$ cat src/rtl/int_serve_if.sv
// Bundle between the interrupt server, the request-cell array and the control unit.
// master = control/request side driving requests and handshakes; slave = int_serve.
interface int_serve_if #(
    parameter int N  = 32,
    parameter int IW = 5
);
    logic [N-1:0]  rz;
    logic [N-1:0]  mask;
    logic          chk;
    logic          ack;
    logic          ret;
    logic          irq;
    logic          valid;
    logic [IW-1:0] num;
    logic [N-1:0]  clr;
    logic [N-1:0]  rp;
    logic          busy;

    modport master (
        output rz, mask, chk, ack, ret,
        input  irq, valid, num, clr, rp, busy
    );

    modport slave (
        input  rz, mask, chk, ack, ret,
        output irq, valid, num, clr, rp, busy
    );
endinterface

$ cat src/rtl/int_serve.sv
// Interrupt server: arbitrates latched requests, offers one number, clears it, tracks in-service.
// Macro INT_SERVE_NEST_EN enables priority nesting; otherwise one interrupt in service at a time.
module int_serve #(
    parameter int N  = 32,
    parameter int IW = 5
) (
    input  logic        clk_sys,
    input  logic        clm,
    int_serve_if.slave  bus
);
    typedef enum logic [1:0] {
        S_IDLE  = 2'd0,
        S_OFFER = 2'd1,
        S_CLEAR = 2'd2
    } state_t;

    state_t        state_q, state_d;
    logic [IW-1:0] num_q, num_d;
    logic [N-1:0]  rp_q, rp_d;
    logic          irq_q, irq_d;

    logic [N-1:0]  clr_vec;
    logic [N-1:0]  rp_vis;
    logic [N-1:0]  prio_window;
    logic [N-1:0]  eligible;
    logic [IW-1:0] lowest_idx;
    logic          any_elig;

    // The served bit is part of the in-service view already during CLEAR.
    assign clr_vec = (state_q == S_CLEAR) ? (N'(1) << num_q) : '0;
    assign rp_vis  = rp_q | clr_vec;

    for (genvar gi = 0; gi < N; gi++) begin : g_win
`ifdef INT_SERVE_NEST_EN
        assign prio_window[gi] = ~|rp_vis[gi:0];
`else
        assign prio_window[gi] = ~|rp_vis;
`endif
    end

    assign eligible = bus.rz & bus.mask & prio_window;
    assign any_elig = |eligible;

    always_comb begin
        lowest_idx = '0;
        for (int i = N - 1; i >= 0; i--) begin
            if (eligible[i]) begin
                lowest_idx = IW'(i);
            end
        end
    end

    always_comb begin
        state_d = state_q;
        num_d   = num_q;
        irq_d   = any_elig;
        // ret acts on the in-service set as it stood before any CLEAR set.
        rp_d    = bus.ret ? (rp_q & (rp_q - N'(1))) : rp_q;
        case (state_q)
            S_IDLE: begin
                if (bus.chk && any_elig) begin
                    num_d   = lowest_idx;
                    state_d = S_OFFER;
                end
            end
            S_OFFER: begin
                if (bus.ack) begin
                    state_d = S_CLEAR;
                end
            end
            S_CLEAR: begin
                rp_d    = rp_d | clr_vec;
                state_d = S_IDLE;
            end
            default: begin
                state_d = S_IDLE;
            end
        endcase
    end

    always_ff @(posedge clk_sys or posedge clm) begin
        if (clm) begin
            state_q <= S_IDLE;
            num_q   <= '0;
            rp_q    <= '0;
            irq_q   <= 1'b0;
        end else begin
            state_q <= state_d;
            num_q   <= num_d;
            rp_q    <= rp_d;
            irq_q   <= irq_d;
        end
    end

    assign bus.irq   = irq_q;
    assign bus.valid = (state_q == S_OFFER);
    assign bus.num   = num_q;
    assign bus.clr   = clr_vec;
    assign bus.rp    = rp_vis;
    assign bus.busy  = (state_q != S_IDLE);
endmodule

$ cat src/flat_wrapper.sv
// flat-port wrapper written by rule: the top's interface ports become plain ports
module int_serve_flat 
#(
    parameter int N  = 32,
    parameter int IW = 5
)
  (clk_sys, clm, bus_rz, bus_mask, bus_chk, bus_ack, bus_ret, bus_irq, bus_valid, bus_num, bus_clr, bus_rp, bus_busy);
  int_serve_if #(.N(N), .IW(IW)) bus_i ();
  input  logic clk_sys;
  input  logic clm;
  input wire logic [$bits(bus_i.rz)-1:0] bus_rz;
  input wire logic [$bits(bus_i.mask)-1:0] bus_mask;
  input wire logic [$bits(bus_i.chk)-1:0] bus_chk;
  input wire logic [$bits(bus_i.ack)-1:0] bus_ack;
  input wire logic [$bits(bus_i.ret)-1:0] bus_ret;
  output wire logic [$bits(bus_i.irq)-1:0] bus_irq;
  output wire logic [$bits(bus_i.valid)-1:0] bus_valid;
  output wire logic [$bits(bus_i.num)-1:0] bus_num;
  output wire logic [$bits(bus_i.clr)-1:0] bus_clr;
  output wire logic [$bits(bus_i.rp)-1:0] bus_rp;
  output wire logic [$bits(bus_i.busy)-1:0] bus_busy;
  assign bus_i.rz = bus_rz;
  assign bus_i.mask = bus_mask;
  assign bus_i.chk = bus_chk;
  assign bus_i.ack = bus_ack;
  assign bus_i.ret = bus_ret;
  assign bus_irq = bus_i.irq;
  assign bus_valid = bus_i.valid;
  assign bus_num = bus_i.num;
  assign bus_clr = bus_i.clr;
  assign bus_rp = bus_i.rp;
  assign bus_busy = bus_i.busy;
  int_serve #(.N(N), .IW(IW)) u_core (.clk_sys(clk_sys), .clm(clm), .bus(bus_i));
endmodule
$ cat config.mk
export PLATFORM = sky130hd
export DESIGN_NAME = int_serve_flat
export DESIGN_NICKNAME = d
export VERILOG_FILES = /design/src/rtl/int_serve_if.sv /design/src/rtl/int_serve.sv /design/src/flat_wrapper.sv
export SDC_FILE = /design/constraint.sdc
export NUM_CORES = 1
export LEC_CHECK = 0
export BUFFER_PORTS_ARGS = -buffer_cell sky130_fd_sc_hd__clkbuf_2
export CAP_MARGIN = 5
export CORE_MARGIN = 4
export CORE_UTILIZATION = 41
export CTS_CLUSTER_DIAMETER = 120
export DETAILED_ROUTE_END_ITERATION = 16
export PLACE_DENSITY = 0.87
export SLEW_MARGIN = 15
export SYNTH_ARGS = -nofsm -noshare
export SYNTH_HDL_FRONTEND = slang
export SYNTH_SLANG_ARGS = --single-unit
$ cat constraint.sdc
create_clock -name clk_sys -period 2.3 [get_ports clk_sys]
set_clock_uncertainty 0.15 [all_clocks]
set_input_delay 0.46 -clock clk_sys [delete_from_list [all_inputs] [get_ports clk_sys]]
set_output_delay 0.46 -clock clk_sys [all_outputs]
set_load 0.005 [all_outputs]
### Word level (Yosys, flattened, before mapping)

Cells that the tools add are included.

* register bits: 40

* add/sub/neg operators: 1
* equality and inequality tests: 4
* shift operators: 1
* mux-type cells: 38
* bitwise logic cells: 5
* reduce and logical (&&, ||, !) cells: 8

Operators with widths (number)
* 2-to-1 mux 5 bit: 32
* AND 32 bit: 3
* 2-to-1 mux 32 bit: 3
* bitwise OR 32 bit: 2
* OR reduction 32 bit: 2
* left shift 1 x 5 -> 32 bit (first input constant): 1
* subtractor 32 x 1 -> 32 bit (second input constant): 1
* 2-to-1 mux 2 bit: 2
* case mux 2 bit (2 select lines): 1
* AND reduction 2 bit: 2
* equality test 2 x 1 -> 1 bit (second input constant): 1
* equality test 2 bit (second input constant): 1
* zero test 2 bit: 1
* != test 2 x 1 -> 1 bit (second input constant): 1
* != test 2 bit (second input constant): 1
* nonzero test 2 bit: 1
* logical AND 1 bit: 1
* zero test 1 bit: 1

### Depth between registers and ports, before layout

Gate-level depths: netlist (run 1).

* depth after elaboration: 38
* gate-level depth with buffers: 7
* depth with buffers taken out: 6

### Worst setup path after synthesis (run 1)

No wires, ideal clock.

* kind: register to register
* start: register u_core.rp_q[14]
* end: register u_core.rp_q[31]
* setup time: 0.129 ns
* data arrival time: 2.155 ns
* data required time: 2.021 ns
* setup slack: -0.134 ns
* stages on the path, launching flop included: 8
* clock period less this slack: 2.434 ns
* path through: dfrtp_1 nor4_4 nand3_2 or4_1 buf_2 or4_4 o31ai_1 o21ai_1

* cells in the longest elaborated chain, start to end: 5

Ends and longest elaborated chain
* from (decl): line int_serve.sv:19 `logic [N-1:0] rp_q, rp_d;`
* from (signal assigned): line int_serve.sv:90 `rp_q <= rp_d;`
* subtractor 32 x 1 -> 32 bit (*): line int_serve.sv:58 `rp_d = bus.ret ? (rp_q & (rp_q - N'(1))) : rp_q;`
* AND 32 bit (*): line int_serve.sv:58
* 2-to-1 mux 32 bit (*): line int_serve.sv:58
* bitwise OR 32 bit: line int_serve.sv:72 `rp_d = rp_d | clr_vec;`
* 2-to-1 mux 32 bit (*): line int_serve.sv:59 `case (state_q)`
* named net u_core.rp_d[31]: line int_serve.sv:19

The timed path passes the listed nets; every way through them passes the cells marked *.
A chain may end at the register's enable or synchronous reset.

### Final worst setup path (run 1)

* start: register u_core.rp_q[22]
* end: register u_core.rp_q[30]

The elaborated chain is that of the path after synthesis.

==> results of run 1 <==
[final timing paths]
path	start	end	slack, ns
max	u_core.rp_q[22]	u_core.rp_q[30]	-0.20
min	clm	u_core.rp_q[23]	0.10
max reg2reg	u_core.rp_q[22]	u_core.rp_q[30]	-0.20
min reg2reg	u_core.rp_q[26]	u_core.rp_q[26]	0.43
max in group asynchronous	clm	u_core.bus.num[1]	1.50
min in group clk_sys	bus_ack	u_core.state_q[0]	0.22
[placed cells by master (no fill, tap or decap), types with 4 or more instances in the layout]
cell / n
nor4_1: 4
a32oi_1: 5
buf_2: 5
nor2_4: 10
nand2_2: 5
o31ai_1: 4
o21ai_1: 6
clkbuf_8: 7
a22oi_1: 4
nand2_4: 4
or2_4: 4
nand2b_4: 5
o21ai_0: 22
nand4_1: 4
nor3_1: 4
nor3_2: 4
nor2_1: 16
nor2_2: 7
a21oi_1: 5
buf_4: 60
inv_1: 14
dfrtp_1: 35
buf_6: 7
a21o_1: 11
dfrtp_2: 5
nand2b_1: 8
nand2_1: 27
a22o_1: 14
or3_4: 7
or2_2: 22
clkbuf_2: 133
[flip-flops by register name, summed over array words and instances, names as in the netlist]
name and cells:
u_core.rp_q 32, u_core.bus.num 5, u_core.bus.irq 1, u_core.state_q 2
[metrics by stage]
| step | hold slack, ns | total power [W] | instances | util, % |
|---|---|---|---|---|
| 5_1_grt | 0.1490 | 0.003623 | 601 | 73.36 |
| 2_1_floorplan | 0.3308 | 0.001552 | 321 | - |
| 6_report | 0.1000 | 0.003463 | 601 | 73.36 |
| 3_3_place_gp | 0.3589 | 0.002100 | 571 | 61.19 |
| 4_1_cts | 0.1236 | 0.003016 | 587 | 67.71 |
| 3_5_place_dp | 0.3841 | 0.002138 | 571 | 61.19 |
[final cells by class]
cell class,instances,area [µm²],share of cell area [%]
inverter,17,63.81,1.427
tap,75,93.84,2.098
sequential,40,1007,22.52
timing repair buffer,206,1235,27.62
multi-input combinational,255,1946,43.51
clock inverter,1,30.03,0.6715
clock buffer,7,96.34,2.154
[timing repair]
action | CTS | global route
cloned | 0 | 0
pin swaps | 7 | 14
buffers inserted | 8 | 15
gates resized for setup | 51 | 66
endpoints found under the setup margin | 53 | 63
[cell usage after synthesis (all sizes together) (2+ instances only)]
master    n  area, µm²
nand4     4      25.02
a21oi     5      25.02
a32o      2      20.02
o21bai    2      15.01
a2111oi   2      23.77
and4      2      17.52
inv      17      63.81
a21o     11      82.58
nand3     5      30.03
nand4b    3      26.28
nor4     10      90.08
a22o     14      122.6
buf       3      13.76
or2      26      162.7
nand2b   15      93.84
nor3     10      50.05
o22ai     3      18.77
dfrtp    40       1001
a32oi     5      43.79
nand2    36      135.1
clkbuf    6      22.52
o31ai     9      67.56
or4       3      30.03
o21ai    29      145.1
o41ai     2      17.52
a22oi     5      37.54
or3       7      43.79
and2      2      12.51
nor2     33      123.9
[power groups by stage]
stage | Sequential [W] | Clock (W) | Combinational, W
finish | 0.000973 | 0.000634 | 0.00186
CTS | 0.000946 | 0.000629 | 0.00144
floorplan | 0.000896 | 0 | 0.000656
detailed placement | 0.000931 | 0 | 0.00121
global route | 0.000979 | 0.000661 | 0.00198
global placement | 0.000925 | 0 | 0.00118
[per-layer routing]
metal | vias up | global-route usage (%) | part of all wire [%]
li1 | 1590 | - | -
met1 | 1680 | 26.42 | 35
met2 | 248 | 45.75 | 52
met3 | 47 | 5.121 | 9.2
met4 | 0 | 9.203 | 3.9
met5 | - | 0 | 0
[kinds of logic (layout without fill, tap and decap cells)]
group	count (synthesis)	count (layout)	synth area share, %
flip-flops	40	40	37.90
AND/OR/NAND/NOR	158	158	32.40
AO/OA/AOI/OAI	97	97	25.91
buffers and inverters	26	231	3.789
[critical path: stages, from the launching register on]
cell	delay [ns]
dfrtp_1	0.41
nor4_2	0.39
nand3_2	0.15
or4_4	0.54
or4_4	0.45
o21ai_1	0.18
o21ai_1	0.10
==> flow_metrics.env, run 1 <==
export IMPL_violations="setup timing"
export IMPL_ff2ff_path_depth=6
export IMPL_crit_path_start_kind="flop"
export IMPL_slew_violations=0
export IMPL_power_density_nw_per_um2=774.4
export IMPL_cts_buffers=5
export IMPL_fp_dieArea_um2=7791
export IMPL_fmax_mhz=400.7
export IMPL_cp_max_fo=3
export IMPL_htreeDepth=2
export IMPL_cts_tree="built"
export IMPL_antenna_found_initial=0
export IMPL_synthesis_nets=390
export IMPL_viasPerCell=5.932
export IMPL_drive_gt1_share_pct=60.08
export IMPL_cp_required_ns=2.32
export IMPL_arrival_ns=2.51
export IMPL_worst_setup_path_end_kind="flop"
export IMPL_root_buffer="clkbuf_8"
export IMPL_nFillCells=407
export IMPL_hp_class="input pin to asynchronous set/reset pin"
export IMPL_grt_pass1_vias=3351
export IMPL_dpl_instance_area_um2=3730
export IMPL_diodes=0
export IMPL_wl_um=11060
export IMPL_vdd_drop_max_mv=0.4271
export IMPL_io_buffer_count=140
export IMPL_ys_types=46
export IMPL_synthArstFlopShare_pct=100.0
export IMPL_grt_max_degree=41
export IMPL_setup_viol=29
export IMPL_synthToLayoutAreaGrowth_pct=69.30
export IMPL_rows=28
export IMPL_cap_violations=0
export IMPL_relSlewSlack_pct=36.90
export IMPL_yosys_most_used_dff="dfrtp_1"
export IMPL_clk_transition_reported_paths_ns=0.08
export IMPL_grt_total_usage_pct=24.27
export IMPL_grt_overflow_total=0
export IMPL_syn_inst=321
export IMPL_power_frac_seq_pct=28.1
export IMPL_synth_seq_cells=40
export IMPL_tns_ns=-1.213
export IMPL_initial_core_util_pct=43.33
export IMPL_core_area_um2=6096
export IMPL_tightest_slew_ns=0.9226
export IMPL_die_h_um=88.27
export IMPL_switching_power_w=0.001412
export IMPL_finalCritPeriodShare_pct=108.5
export IMPL_ant_nets=0
export IMPL_p_int_w=0.002051
export IMPL_nets=594
export IMPL_hpwl_um=7441
export IMPL_die_x_um=88.27
export IMPL_clock_path_buffers=2
export IMPL_final_setup_worst_slack_ns=-0.1958
export IMPL_grt_pass1_wl_um=14860
export IMPL_route_detailed_drc=0
export IMPL_synth_edf_count=0
export IMPL_final_hold_viol_count=0
export IMPL_ys_seq_area_share_pct=37.90
export IMPL_p_sw_share_pct=40.78
export IMPL_rsz0062_at_grt="yes"
export IMPL_crit_type="flop to flop"
export IMPL_vias=3565
export IMPL_leakagePower_nw=2.493
export IMPL_p_comb_share_pct=53.6
export IMPL_fin_area_um2=4472
export IMPL_synth_area_um2=2641
export IMPL_boundaryPins=141
export IMPL_outcome="finished with violations"
export IMPL_layout_min_cycle_time_ns=2.496
export IMPL_clock_sinks=40
export IMPL_p_clk_share_pct=18.3
export IMPL_postCtsHoldBufs=0
export IMPL_routedWlPerCell_um=18.39
export IMPL_routabilityCongestion=0.9669
export IMPL_drt_first_pass_iters=5
export IMPL_first_iter_violations=240
export IMPL_clkLatencyLatePin_ns=0.30
export IMPL_yosysWarningCount=0
export IMPL_syn_area_per_cell_um2=8.228
export IMPL_dp_slack_ns=-0.1786
Power figures use the tool's default switching activity.
==> run 2: changes to the inputs <==
--- a/config.mk
+++ b/config.mk
@@ -11,7 +11,7 @@
 export CORE_UTILIZATION = 41
 export CTS_CLUSTER_DIAMETER = 120
 export DETAILED_ROUTE_END_ITERATION = 16
-export PLACE_DENSITY = 0.87
+export PLACE_DENSITY = 0.78
 export SLEW_MARGIN = 15
 export SYNTH_ARGS = -nofsm -noshare
 export SYNTH_HDL_FRONTEND = slang
==> flow_metrics.env, run 2 (same netlist as run 1, synthesis figures left out) <==
export IMPL_outcome="finished with violations"
export IMPL_violations="setup timing"
export IMPL_initial_core_util_pct=43.33
export IMPL_cap_violations=0
export IMPL_rsz0062_at_grt="yes"
export IMPL_tns_ns=-1.892
export IMPL_antenna_found_initial=0
export IMPL_die_x_um=88.27
export IMPL_final_common_cell="clkbuf_2"
export IMPL_dpl_instance_area_um2=3737
export IMPL_slowest_stage="or4_4"
export IMPL_power_w=0.003192
export IMPL_rows=28
export IMPL_tightest_slew_ns=0.8346
export IMPL_finalCritPeriodShare_pct=106.9
export IMPL_relSlewSlack_pct=42.92
export IMPL_route_detailed_drc=0
export IMPL_grt_total_usage_pct=24.81
export IMPL_layout_min_cycle_time_ns=2.459
export IMPL_die_h_um=88.27
export IMPL_final_setup_worst_slack_ns=-0.1588
export IMPL_hp_class="input pin to asynchronous set/reset pin"
export IMPL_ant_nets=0
export IMPL_cts_buffers=5
export IMPL_setup_viol=36
export IMPL_root_buffer="clkbuf_8"
export IMPL_cp_max_fo=4
export IMPL_routabilityCongestion=0.9161
export IMPL_slew_violations=0
export IMPL_largest_reg_flops=32
export IMPL_htreeDepth=2
export IMPL_cp_depth=6
export IMPL_crit_type="flop to flop"
export IMPL_grt_pass1_vias=3247
export IMPL_viasPerCell=5.745
export IMPL_crit_chain="nor4_2, nand3_2, or4_4, or4_4, o31ai_2, o21ai_1"
export IMPL_hold_slack_ns=0.1194
export IMPL_clock_path_buffers=2
export IMPL_grt_pass1_wl_um=15100
export IMPL_critPathMaxStageDelay_ns=0.54
export IMPL_ff2ff_path_depth=6
export IMPL_routedWlPerCell_um=17.49
export IMPL_vias=3430
export IMPL_boundaryPins=141
export IMPL_nets=590
export IMPL_wl_um=10440
export IMPL_cp_common_cell="or4_4"
export IMPL_hpwl_um=7462
export IMPL_cts_tree="built"
export IMPL_fp_dieArea_um2=7791
export IMPL_grt_max_degree=41
export IMPL_first_iter_violations=167
export IMPL_clock_sinks=40
export IMPL_final_cell_mix="clkbuf_2 (127), buf_4 (48), dfrtp_1 (35)"
export IMPL_crit_path_start_kind="flop"
export IMPL_clk_transition_reported_paths_ns=0.07
export IMPL_register_area_um2=1007
export IMPL_arrival_ns=2.48
export IMPL_grt_overflow_total=0
export IMPL_nFillCells=440
export IMPL_power_density_nw_per_um2=717.2
export IMPL_path_buf_inv=0
export IMPL_synthToLayoutAreaGrowth_pct=68.50
export IMPL_drt_first_pass_iters=5
export IMPL_cp_required_ns=2.32
export IMPL_fmax_mhz=406.7
export IMPL_leakagePower_nw=2.448
export IMPL_postCtsHoldBufs=0
export IMPL_final_hold_viol_count=0
export IMPL_fin_area_um2=4451
export IMPL_vdd_drop_max_mv=0.3611
export IMPL_worst_setup_path_end_kind="flop"
export IMPL_core_area_um2=6096
export IMPL_clkLatencyLatePin_ns=0.29
export IMPL_crit_family="simple AND/OR/NAND/NOR gates"
export IMPL_top_register="u_core.rp_q"
export IMPL_multi_input_area_um2=1939
export IMPL_diodes=0
export IMPL_drive_gt1_share_pct=58.81
export IMPL_io_buffer_count=140
run 2: layout make-up:
type / count / area share (%)
Sequential cell: 40 / 22.63
Timing Repair Buffer: 202 / 28.23
Inverter: 17 / 1.434
Clock buffer: 8 / 2.024
Tap cell: 75 / 2.109
Multi-Input combinational cell: 255 / 43.58
run 2: worst paths after layout:
check                                start                 to  slack (ns)
max                        u_core.rp_q[21]    u_core.rp_q[31]       -0.16
min                                    clm    u_core.rp_q[13]        0.12
max reg2reg                u_core.rp_q[21]    u_core.rp_q[31]       -0.16
min reg2reg                u_core.rp_q[31]    u_core.rp_q[31]        0.44
max in group asynchronous              clm  u_core.bus.num[1]        1.50
min in group clk_sys               bus_ack  u_core.state_q[0]        0.19
run 2: repair_timing:
item                                    CTS  global route
pin swaps                                 6            19
gates resized for setup                  48            84
setup buffers                             6            11
endpoints found under the setup margin   54            76
run 2: per-stage QoR:
step / setup WS (ns) / util [%] / cells
floorplan: -0.1290 / - / 321
global placement: -0.1100 / 61.31 / 572
detailed placement: -0.1692 / 61.31 / 572
CTS: -0.1022 / 66.67 / 586
global route: -0.2098 / 73.01 / 597
finish: -0.1588 / 73.01 / 597
run 2: worst register-to-register path: cells and delay by family, from the launching register on:
kind	cells	cell delay [ns]
flip-flops	1	0.44
AND/OR/NAND/NOR	4	1.48
AO/OA/AOI/OAI	2	0.28
run 2: power breakdown:
part / leakage [nW] / internal (W) / switching (W)
Clock: 0.0455 / 0.000245 / 0.000236
Sequential: 0.539 / 0.000805 / 0.000167
Combinational: 1.86 / 0.000827 / 0.000912
run 2: per-layer routing:
metal | global-route usage, % | wire (µm) | up-vias
met1 | 28.03 | 3673 | 1592
li1 | - | - | 1584
met5 | 0 | 0 | -
met3 | 4.562 | 924 | 40
met4 | 10.03 | 423 | 0
met2 | 45.75 | 5423 | 214
